===== src/rtl/regfile_wb_arbiter_pkg.sv =====
// Shared types and constants for the register-file write-back path.
// Used by the arbiter top and the pending-destination scoreboard.
package regfile_wb_arbiter_pkg;

  localparam int REG_ADDR_W = 5;
  localparam int REG_DATA_W = 32;
  localparam int REG_COUNT  = 32;
  localparam logic [REG_ADDR_W-1:0] REG_ZERO = 5'd0;

  typedef struct packed {
    logic                  valid;
    logic [REG_ADDR_W-1:0] addr;
    logic [REG_DATA_W-1:0] data;
  } wb_req_t;

  typedef enum logic [1:0] {
    GNT_NONE = 2'b00,
    GNT_0    = 2'b01,
    GNT_1    = 2'b10
  } gnt_e;

  function automatic logic is_zero(
    input logic [REG_ADDR_W-1:0] a
  );
    return a == REG_ZERO;
  endfunction

endpackage


===== src/rtl/regfile_wb_arbiter_wb_scoreboard.sv =====
// Pending-destination scoreboard: one bit per register, r0 never set.
// Set on accepted issue, cleared when the write reaches the register file.
module wb_scoreboard
  import regfile_wb_arbiter_pkg::*;
#(
  parameter int ADDR_W = REG_ADDR_W
) (
  input  logic              clk,
  input  logic              rst_n,
  input  logic              flush,
  input  logic              set_en,
  input  logic [ADDR_W-1:0] set_addr,
  input  logic [ADDR_W-1:0] clr_addr,
  input  logic [ADDR_W-1:0] chk_addr_1,
  input  logic [ADDR_W-1:0] chk_addr_2,
  output logic              hazard_1,
  output logic              hazard_2,
  output logic              set_busy
);

  localparam int N = 1 << ADDR_W;

  logic [N-1:0] pending;
  logic [N-1:0] pending_nxt;

  always_comb begin
    pending_nxt = pending;
    pending_nxt[clr_addr] = 1'b0;
    if (set_en) pending_nxt[set_addr] = 1'b1;
    pending_nxt[0] = 1'b0;
  end

  always_ff @(posedge clk) begin
    if (!rst_n || flush) pending <= '0;
    else pending <= pending_nxt;
  end

  assign hazard_1 = pending[chk_addr_1];
  assign hazard_2 = pending[chk_addr_2];
  assign set_busy = pending[set_addr];

endmodule


===== src/rtl/regfile_wb_arbiter.sv =====
// Write-back arbiter + output stage for the register file write port.
// Define RR_ARB_EN for round-robin arbitration (default: req0 priority).
module regfile_wb_arbiter
  import regfile_wb_arbiter_pkg::*;
#(
  parameter int DATA_W = REG_DATA_W,
  parameter int ADDR_W = REG_ADDR_W
) (
  input  logic              clk,
  input  logic              rst_n,
  input  logic              req0_valid,
  input  logic [ADDR_W-1:0] req0_addr,
  input  logic [DATA_W-1:0] req0_data,
  output logic              req0_ready,
  input  logic              req1_valid,
  input  logic [ADDR_W-1:0] req1_addr,
  input  logic [DATA_W-1:0] req1_data,
  output logic              req1_ready,
  input  logic              iss_valid,
  input  logic [ADDR_W-1:0] iss_dest,
  output logic              iss_ready,
  input  logic [ADDR_W-1:0] chk_addr_1,
  input  logic [ADDR_W-1:0] chk_addr_2,
  output logic              hazard_1,
  output logic              hazard_2,
  input  logic              flush,
  output logic [ADDR_W-1:0] write_addr,
  output logic [DATA_W-1:0] write_data
);

  wb_req_t req0;
  wb_req_t req1;
  wb_req_t sel;
  gnt_e    gnt;
  logic    open;
  logic    conflict_to_1;
  logic    set_busy;
  logic    iss_fire;

  assign req0 = '{valid: req0_valid, addr: req0_addr, data: req0_data};
  assign req1 = '{valid: req1_valid, addr: req1_addr, data: req1_data};

  assign open = rst_n && !flush;

`ifdef RR_ARB_EN
  // Holds the requester that wins the next conflict.
  logic rr_pref;

  always_ff @(posedge clk) begin
    if (!rst_n) rr_pref <= 1'b0;
    else if (gnt != GNT_NONE) rr_pref <= (gnt == GNT_0);
  end

  assign conflict_to_1 = rr_pref;
`else
  assign conflict_to_1 = 1'b0;
`endif

  always_comb begin
    gnt = GNT_NONE;
    unique case (1'b1)
      (!open || (!req0.valid && !req1.valid)):
        gnt = GNT_NONE;
      (open && req0.valid && !req1.valid):
        gnt = GNT_0;
      (open && !req0.valid && req1.valid):
        gnt = GNT_1;
      (open && req0.valid && req1.valid):
        gnt = conflict_to_1 ? GNT_1 : GNT_0;
      default:
        gnt = GNT_NONE;
    endcase
  end

  assign req0_ready = (gnt == GNT_0);
  assign req1_ready = (gnt == GNT_1);

  always_comb begin
    sel = '0;
    unique case (gnt)
      GNT_0:   sel = req0;
      GNT_1:   sel = req1;
      default: sel = '0;
    endcase
  end

  // write_data holds on idle cycles; only write_addr signals a write.
  always_ff @(posedge clk) begin
    if (!rst_n) begin
      write_addr <= REG_ZERO;
      write_data <= '0;
    end else begin
      write_addr <= sel.valid ? sel.addr : REG_ZERO;
      if (sel.valid) write_data <= sel.data;
    end
  end

  assign iss_ready = open && (is_zero(iss_dest) || !set_busy);
  assign iss_fire  = iss_valid && iss_ready && !is_zero(iss_dest);

  wb_scoreboard #(
    .ADDR_W (ADDR_W)
  ) u_sb (
    .clk        (clk),
    .rst_n      (rst_n),
    .flush      (flush),
    .set_en     (iss_fire),
    .set_addr   (iss_dest),
    .clr_addr   (write_addr),
    .chk_addr_1 (chk_addr_1),
    .chk_addr_2 (chk_addr_2),
    .hazard_1   (hazard_1),
    .hazard_2   (hazard_2),
    .set_busy   (set_busy)
  );

endmodule


===== config.mk =====
export PLATFORM = sky130hd
export DESIGN_NAME = regfile_wb_arbiter
export DESIGN_NICKNAME = d
export VERILOG_FILES = /design/src/rtl/regfile_wb_arbiter_pkg.sv /design/src/rtl/regfile_wb_arbiter_wb_scoreboard.sv /design/src/rtl/regfile_wb_arbiter.sv
export SDC_FILE = /design/constraint.sdc
export NUM_CORES = 1
export LEC_CHECK = 0
export ABC_AREA = 1
export CORE_MARGIN = 5
export CORE_UTILIZATION = 48
export CTS_BUF_LIST = sky130_fd_sc_hd__clkbuf_8
export DETAILED_ROUTE_END_ITERATION = 6
export PLACE_DENSITY_LB_ADDON = 0.08
export SYNTH_ARGS = -nofsm -noshare
export SYNTH_HDL_FRONTEND = slang
export SYNTH_SLANG_ARGS = --single-unit

===== constraint.sdc =====
create_clock -name clk -period 2.9 [get_ports clk]
set_input_delay 0.435 -clock clk [delete_from_list [all_inputs] [get_ports clk]]
set_output_delay 0.435 -clock clk [all_outputs]
set_load 0.03 [all_outputs]

==> results by group, run 1 <==
Yosys
  – Avg Synthesized Cell Area: 6.78 sq um
  – Seq cells post-synth: 68
  – Distinct cells, synth: 26
  – Synth Cell Area: 4220 sq um
  – Post-Syn Instances: 622
  – Post-Syn Nets: 719
  – Ys Warns: 0
  – Sequential area share after synthesis: 32.3%

STA
  – Max frequency: 0.384 GHz
  – Skew final: 0.00998 ns
  – Setup TNS: 0 ns
  – # setup viols final: 0
  – Max-slew violations: 0
  – RSZ-0062 raised after global routing: false
  – Fin. Hold Viols: 0
  – Worst slew pin tran: 0.581 ns
  – Tmin final: 2.60 ns
  – Slew HR: 61.3%
  – Final worst path period share: 89.7%

Setup path
  – Type of the worst setup path: in -> out
  – Worst Path Arrival: 2.17 ns
  – Startpoint class of the critical path: input pin
  – R2r setup slk: 1.26 ns
  – Max FO, Critical Path: 9
  – CP Capture Type: primary output
  – Reg2Reg Depth: 12
  – R2r endpoint: u_sb.pending[8]
  – Crit path required time: 2.47 ns
  – Worst R2R Start: u_sb.pending[15]

Pwr
  – Int Pwr: 0.00143 W
  – Clock share of power: 34.3%
  – Worst vdd ir: 0.184 mV
  – Total power: 0.00202 W
  – Sw power: 0.000590 W
  – Sequential share of power: 46.8%
  – LEAKAGE: 1.99 nW
  – Combinational Power Share: 18.9%
  – Sw Ratio: 29.2%
  – Pwr dens: 348 nW/um^2

Die
  – Die width: 104 um
  – Rows: 34
  – Core area: 8640 sq um
  – Initial Util: 48.8%
  – Die Y: 104 um
  – I/O pins: 137
  – Die ar.: 10800 sq um

Global route
  – First-pass GRT wire length: 23400 um
  – Vias in the first global route: 4856
  – GR Layer Usage met3: 8.21%
  – Met2 usage: 42.0%
  – Largest net degree at the start of global routing: 43
  – GRT Total Usage: 25.7%
  – GR Overflow Total: 0
  – Busiest metal layer after global routing: met2
  – M1 GR Usage: 30.7%
  – Initial antenna violation count: 0

Placed design
  – Post-DP HPWL: 10500 um
  – Routability cong.: 0.937
  – Placed Cells: 846
  – IO buf count: 136

Cells and area
  – Synthesis-to-layout area growth: 37.7%
  – Layout cell share with drive strength beyond 1: 13.7%
  – FF/Latch Area: 1360 sq um
  – Ant diodes: 0
  – Commonest non-fill, non-tap cell in the layout: nand2_1
  – Layout fillers: 771
  – Multi-input logic area: 2510 sq um
  – Final nets: 846
  – Final non-filler cell total: 862
  – Commonest cells after routing, fill and taps aside: 162 x nand2_1, 131 x clkdlybuf4s50_1, 101 x o21ai_0

Clocking
  – CTS buffer count: 9
  – H-tree Lvls: 3
  – Clk slew on worst S/H paths: 0.08 ns
  – Post_cts resized: 0
  – Clock latency on the worst-skew pair: 0.36 ns
  – # hold bufs at CTS: 0
  – Clk sink count: 68
  – CTS tree: yes
  – Clock buffer depth: 2
  – # Post-CTS Setup Buffers: 0
  – Root buf cell: clkbuf_8

Min path
  – Hold Crit Class: reg -> reg
  – Worst hold endpoint: u_sb.pending[4]
  – Hold wc startpoint: u_sb.pending[4]
  – Hold depth: 2

Detailed routing
  – Post-DRT Antenna Nets: 0
  – Drt pass-1 iters: 7
  – Starting DRT DRC Count: 321
  – Via count: 4927
  – Vias per Instance: 5.72
  – Routed WL per cell: 16.4 um
  – DRC: 8
  – Post-Route WL: 14200 um

Outcome
  – Status: finished with violations
  – Violated checks: design-rule violations

Flow run
  – Maxcap violations: 0
## area by class of cell
class	count	area share [%]
multi-input cells	481	43.2
clock buffers	9	2.13
flip-flops and latches	68	23.4
well taps	108	2.33
inverters	38	2.54
repair buffers	151	25.6
clock inverters	7	0.754
## cell families (layout without fill, tap and decap cells)
| family | after synthesis | after routing | share of synthesized area [%] |
|---|---|---|---|
| AND/OR/NAND/NOR | 289 | 289 | 31.6 |
| AO/OA/AOI/OAI | 190 | 190 | 27.1 |
| buffers and inverters | 73 | 205 | 8.48 |
| flip-flops | 68 | 68 | 32.3 |
| adder cells (fa/ha/maj) | 2 | 2 | 0.593 |
## power by group through the flow
stage / Sequential (W) / Combinational, W / Clock [W]
after floorplan: 0.000979 / 0.000169 / 0
after global placement: 0.000966 / 0.000376 / 0
after detailed placement: 0.000966 / 0.000378 / 0
after CTS: 0.000945 / 0.000380 / 0.000693
after global routing: 0.000945 / 0.000410 / 0.000745
final: 0.000945 / 0.000382 / 0.000692
## per-stage QoR
| step | worst slack, ns | hold WS [ns] | cell area (sq um) | util (%) |
|---|---|---|---|---|
| 2_1_floorplan | 0.496 | 0.473 | 4220 | - |
| 3_3_place_gp | 0.322 | 0.490 | 5640 | 65.3 |
| 3_5_place_dp | 0.248 | 0.509 | 5640 | 65.3 |
| 4_1_cts | 0.314 | 0.519 | 5810 | 67.3 |
| 5_1_grt | 0.157 | 0.544 | 5810 | 67.3 |
| 6_report | 0.298 | 0.530 | 5810 | 67.3 |
## synth_stat cells
library cell | n | area share [%]
inv_6 | 1 | 0.21
nor3_1 | 9 | 1.1
o21ai_0 | 101 | 12
dfxtp_1 | 68 | 32
buf_4 | 4 | 0.71
nand3_2 | 29 | 6.9
buf_12 | 3 | 1.4
nand2_2 | 4 | 0.59
clkinv_1 | 1 | 0.089
a31oi_1 | 32 | 4.7
nand3_1 | 19 | 2.3
ha_1 | 2 | 0.59
clkbuf_1 | 25 | 2.2
nor2_2 | 2 | 0.30
nor2_1 | 63 | 5.6
nand2_1 | 162 | 14
o211ai_1 | 4 | 0.71
o22ai_1 | 5 | 0.74
inv_1 | 36 | 3.2
buf_1 | 1 | 0.089
o21a_1 | 1 | 0.18
nor2_8 | 1 | 0.47
o221ai_1 | 6 | 1.2
a21oi_1 | 12 | 1.4
a21oi_2 | 29 | 6.0
buf_6 | 2 | 0.53
## worst max path at each step
stage / from / end / slack (ns) / depth (start not counted)
after floorplan: rst_n / write_data[16] / 0.50 / 11
after global placement: chk_addr_1[1] / hazard_1 / 0.32 / 8
after detailed placement: rst_n / write_data[7] / 0.25 / 11
after CTS: chk_addr_1[1] / hazard_1 / 0.31 / 8
after global routing: chk_addr_2[1] / hazard_2 / 0.16 / 9
final: chk_addr_1[1] / hazard_1 / 0.30 / 8
## worst max-delay path, stage by stage
cell	delay [ns]
clkdlybuf4s50_1	0.56
inv_1	0.30
o21ai_0	0.14
o221ai_1	0.24
nand3_1	0.13
nand3_1	0.10
o21a_1	0.11
buf_4	0.15
## state kept, by name (all words and copies together), names as in the netlist
| signal | flops |
|---|---|
| write_data | 32 |
| u_sb.pending | 31 |
| write_addr | 5 |
## routing by layer
layer	vias to the layer above	part of all wire, %
met5	-	0
met4	0	3.4
met3	47	11
met2	265	47
met1	2254	39
li1	2361	-
Power figures use the tool's default switching activity.
==> run 2: changes to the inputs <==
CELL_PAD_IN_SITES_DETAIL_PLACEMENT = 0   (was default)
CELL_PAD_IN_SITES_GLOBAL_PLACEMENT = 1   (was default)
CORE_UTILIZATION = 33   (was 48)
==> results by group, run 2 (synthesis results as in run 1) <==
Outcome
  – Status: finished, final reports clean

Setup path
  – Startpoint class of the critical path: input pin
  – Critical path buffers and inverters: 3
  – Slowest library cell on the worst path: clkdlybuf4s50_1
  – Max FO, Critical Path: 16
  – Worst Path Arrival: 2.11 ns
  – CP Capture Type: primary output
  – Largest stage delay, worst path: 0.58 ns
  – CP dominant cell by count: nand2_1
  – Crit path required time: 2.47 ns
  – CP cell instances: clkdlybuf4s50_1 > buf_4 > o21ai_0 > nand2_1 > nand2_1 > nand2_1 > nand2_1 > nor2_2 > nand2_2 > nor2_8 > buf_4
  – Top delay family on crit path: buffers and inverters
  – Type of the worst setup path: in -> out

Placed design
  – IO buf count: 136
  – Routability cong.: 0.860
  – Post-DP HPWL: 11300 um

Cells and area
  – Top reg by flops: write_data
  – Commonest cells after routing, fill and taps aside: 162 x nand2_1, 131 x clkdlybuf4s50_1, 101 x o21ai_0
  – Final nets: 845
  – Synthesis-to-layout area growth: 39.8%
  – Layout cell share with drive strength beyond 1: 13.0%
  – Multi-input logic area: 2510 sq um
  – Commonest non-fill, non-tap cell in the layout: nand2_1
  – FF/Latch Area: 1360 sq um
  – Ant diodes: 0
  – Max reg flops: 32
  – Layout fillers: 1290
  – Biggest regs: write_data x32, u_sb.pending x31, write_addr x5

Clocking
  – CTS buffer count: 9
  – Clk sink count: 68
  – Post_cts resized: 0
  – H-tree Lvls: 3
  – # Post-CTS Setup Buffers: 0
  – CTS tree: yes
  – Root buf cell: clkbuf_8
  – Clk slew on worst S/H paths: 0.07 ns
  – Clock buffer depth: 2
  – Clock latency on the worst-skew pair: 0.34 ns
  – # hold bufs at CTS: 0

Global route
  – Initial antenna violation count: 0
  – Largest net degree at the start of global routing: 66
  – GR Overflow Total: 0
  – First-pass GRT wire length: 24200 um
  – Vias in the first global route: 4639
  – GRT Total Usage: 20.7%

Pwr
  – LEAKAGE: 2.00 nW
  – Worst vdd ir: 0.161 mV
  – Pwr dens: 337 nW/um^2
  – Total power: 0.00199 W

Detailed routing
  – DRC: 0
  – Starting DRT DRC Count: 277
  – Drt pass-1 iters: 5
  – Vias per Instance: 5.07
  – Post-DRT Antenna Nets: 0
  – Via count: 4676
  – Routed WL per cell: 16.8 um
  – Post-Route WL: 15500 um

Min path
  – Hold Crit Class: reg -> reg

STA
  – Tmin final: 2.54 ns
  – Slew HR: 62.5%
  – Worst slew pin tran: 0.562 ns
  – WHS: 0.509 ns
  – Max frequency: 0.393 GHz
  – Setup TNS: 0 ns
  – RSZ-0062 raised after global routing: false
  – Skew final: 0.0125 ns
  – Final worst path period share: 87.7%
  – # setup viols final: 0
  – Fin. Hold Viols: 0
  – Max-slew violations: 0

Die
  – Rows: 41
  – Initial Util: 33.6%
  – Core area: 12600 sq um
  – Die Y: 123 um
  – Die ar.: 15100 sq um
  – Die width: 123 um
  – I/O pins: 137

Flow run
  – Maxcap violations: 0
-- run 2: cell types whose count changed in the layout (fill, tap and decap cells not counted), sizes merged --
| cell | previous run | this run |
|---|---|---|
| clkinv | 6 | 2 |
| inv | 37 | 39 |
| buf | 20 | 19 |
| clkbuf | 9 | 10 |
| clkinvlp | 2 | 1 |
-- run 2: layer usage --
layer / GRT usage (%) / vias up / wire, um
li1: - / 2360 / -
met1: 25.0 / 2118 / 6530
met2: 34.2 / 170 / 7000
met3: 7.87 / 28 / 1580
met4: 6.37 / 0 / 358
met5: 0 / - / 0
-- run 2: path summary, 6_finish.rpt --
path	slack (ns)	depth (start not counted)	end	startpoint
worst max-delay path	0.36	11	iss_ready	iss_dest[0]
worst min-delay path	0.51	2	u_sb.pending[4]	u_sb.pending[4]
worst max register to register	1.21	12	u_sb.pending[27]	u_sb.pending[15]
worst min register to register	0.51	2	u_sb.pending[4]	u_sb.pending[4]
-- run 2: worst register-to-register path: cells and delay by family, from the launching register on --
| kind | cells | cell delay (ns) |
|---|---|---|
| compound gates | 1 | 0.11 |
| simple gates | 10 | 0.87 |
| buf+inv | 1 | 0.21 |
| flops | 1 | 0.42 |
-- run 2: power by group --
part           internal [W]  switching (W)
clock              0.000317       0.000348
sequential         0.000941     0.00000456
combinational      0.000185       0.000192
-- run 2: layout make-up --
| cell class | count | share of cell area, % |
|---|---|---|
| sequential | 68 | 23.1 |
| clock inverter | 4 | 0.340 |
| inverter | 38 | 2.50 |
| timing repair buffer | 150 | 25.5 |
| tap | 172 | 3.65 |
| clock buffer | 10 | 2.33 |
| multi-input combinational | 481 | 42.6 |
-- run 2: stage by stage --
step | setup WS, ns | cells | utilization [%] | cell area (sq um)
after detailed placement | 0.281 | 909 | 45.7 | 5740
after global routing | 0.185 | 923 | 46.9 | 5900
after CTS | 0.328 | 923 | 46.9 | 5900
after global placement | 0.331 | 909 | 45.7 | 5740
after floorplan | 0.496 | 622 | - | 4220
final | 0.358 | 923 | 46.9 | 5900
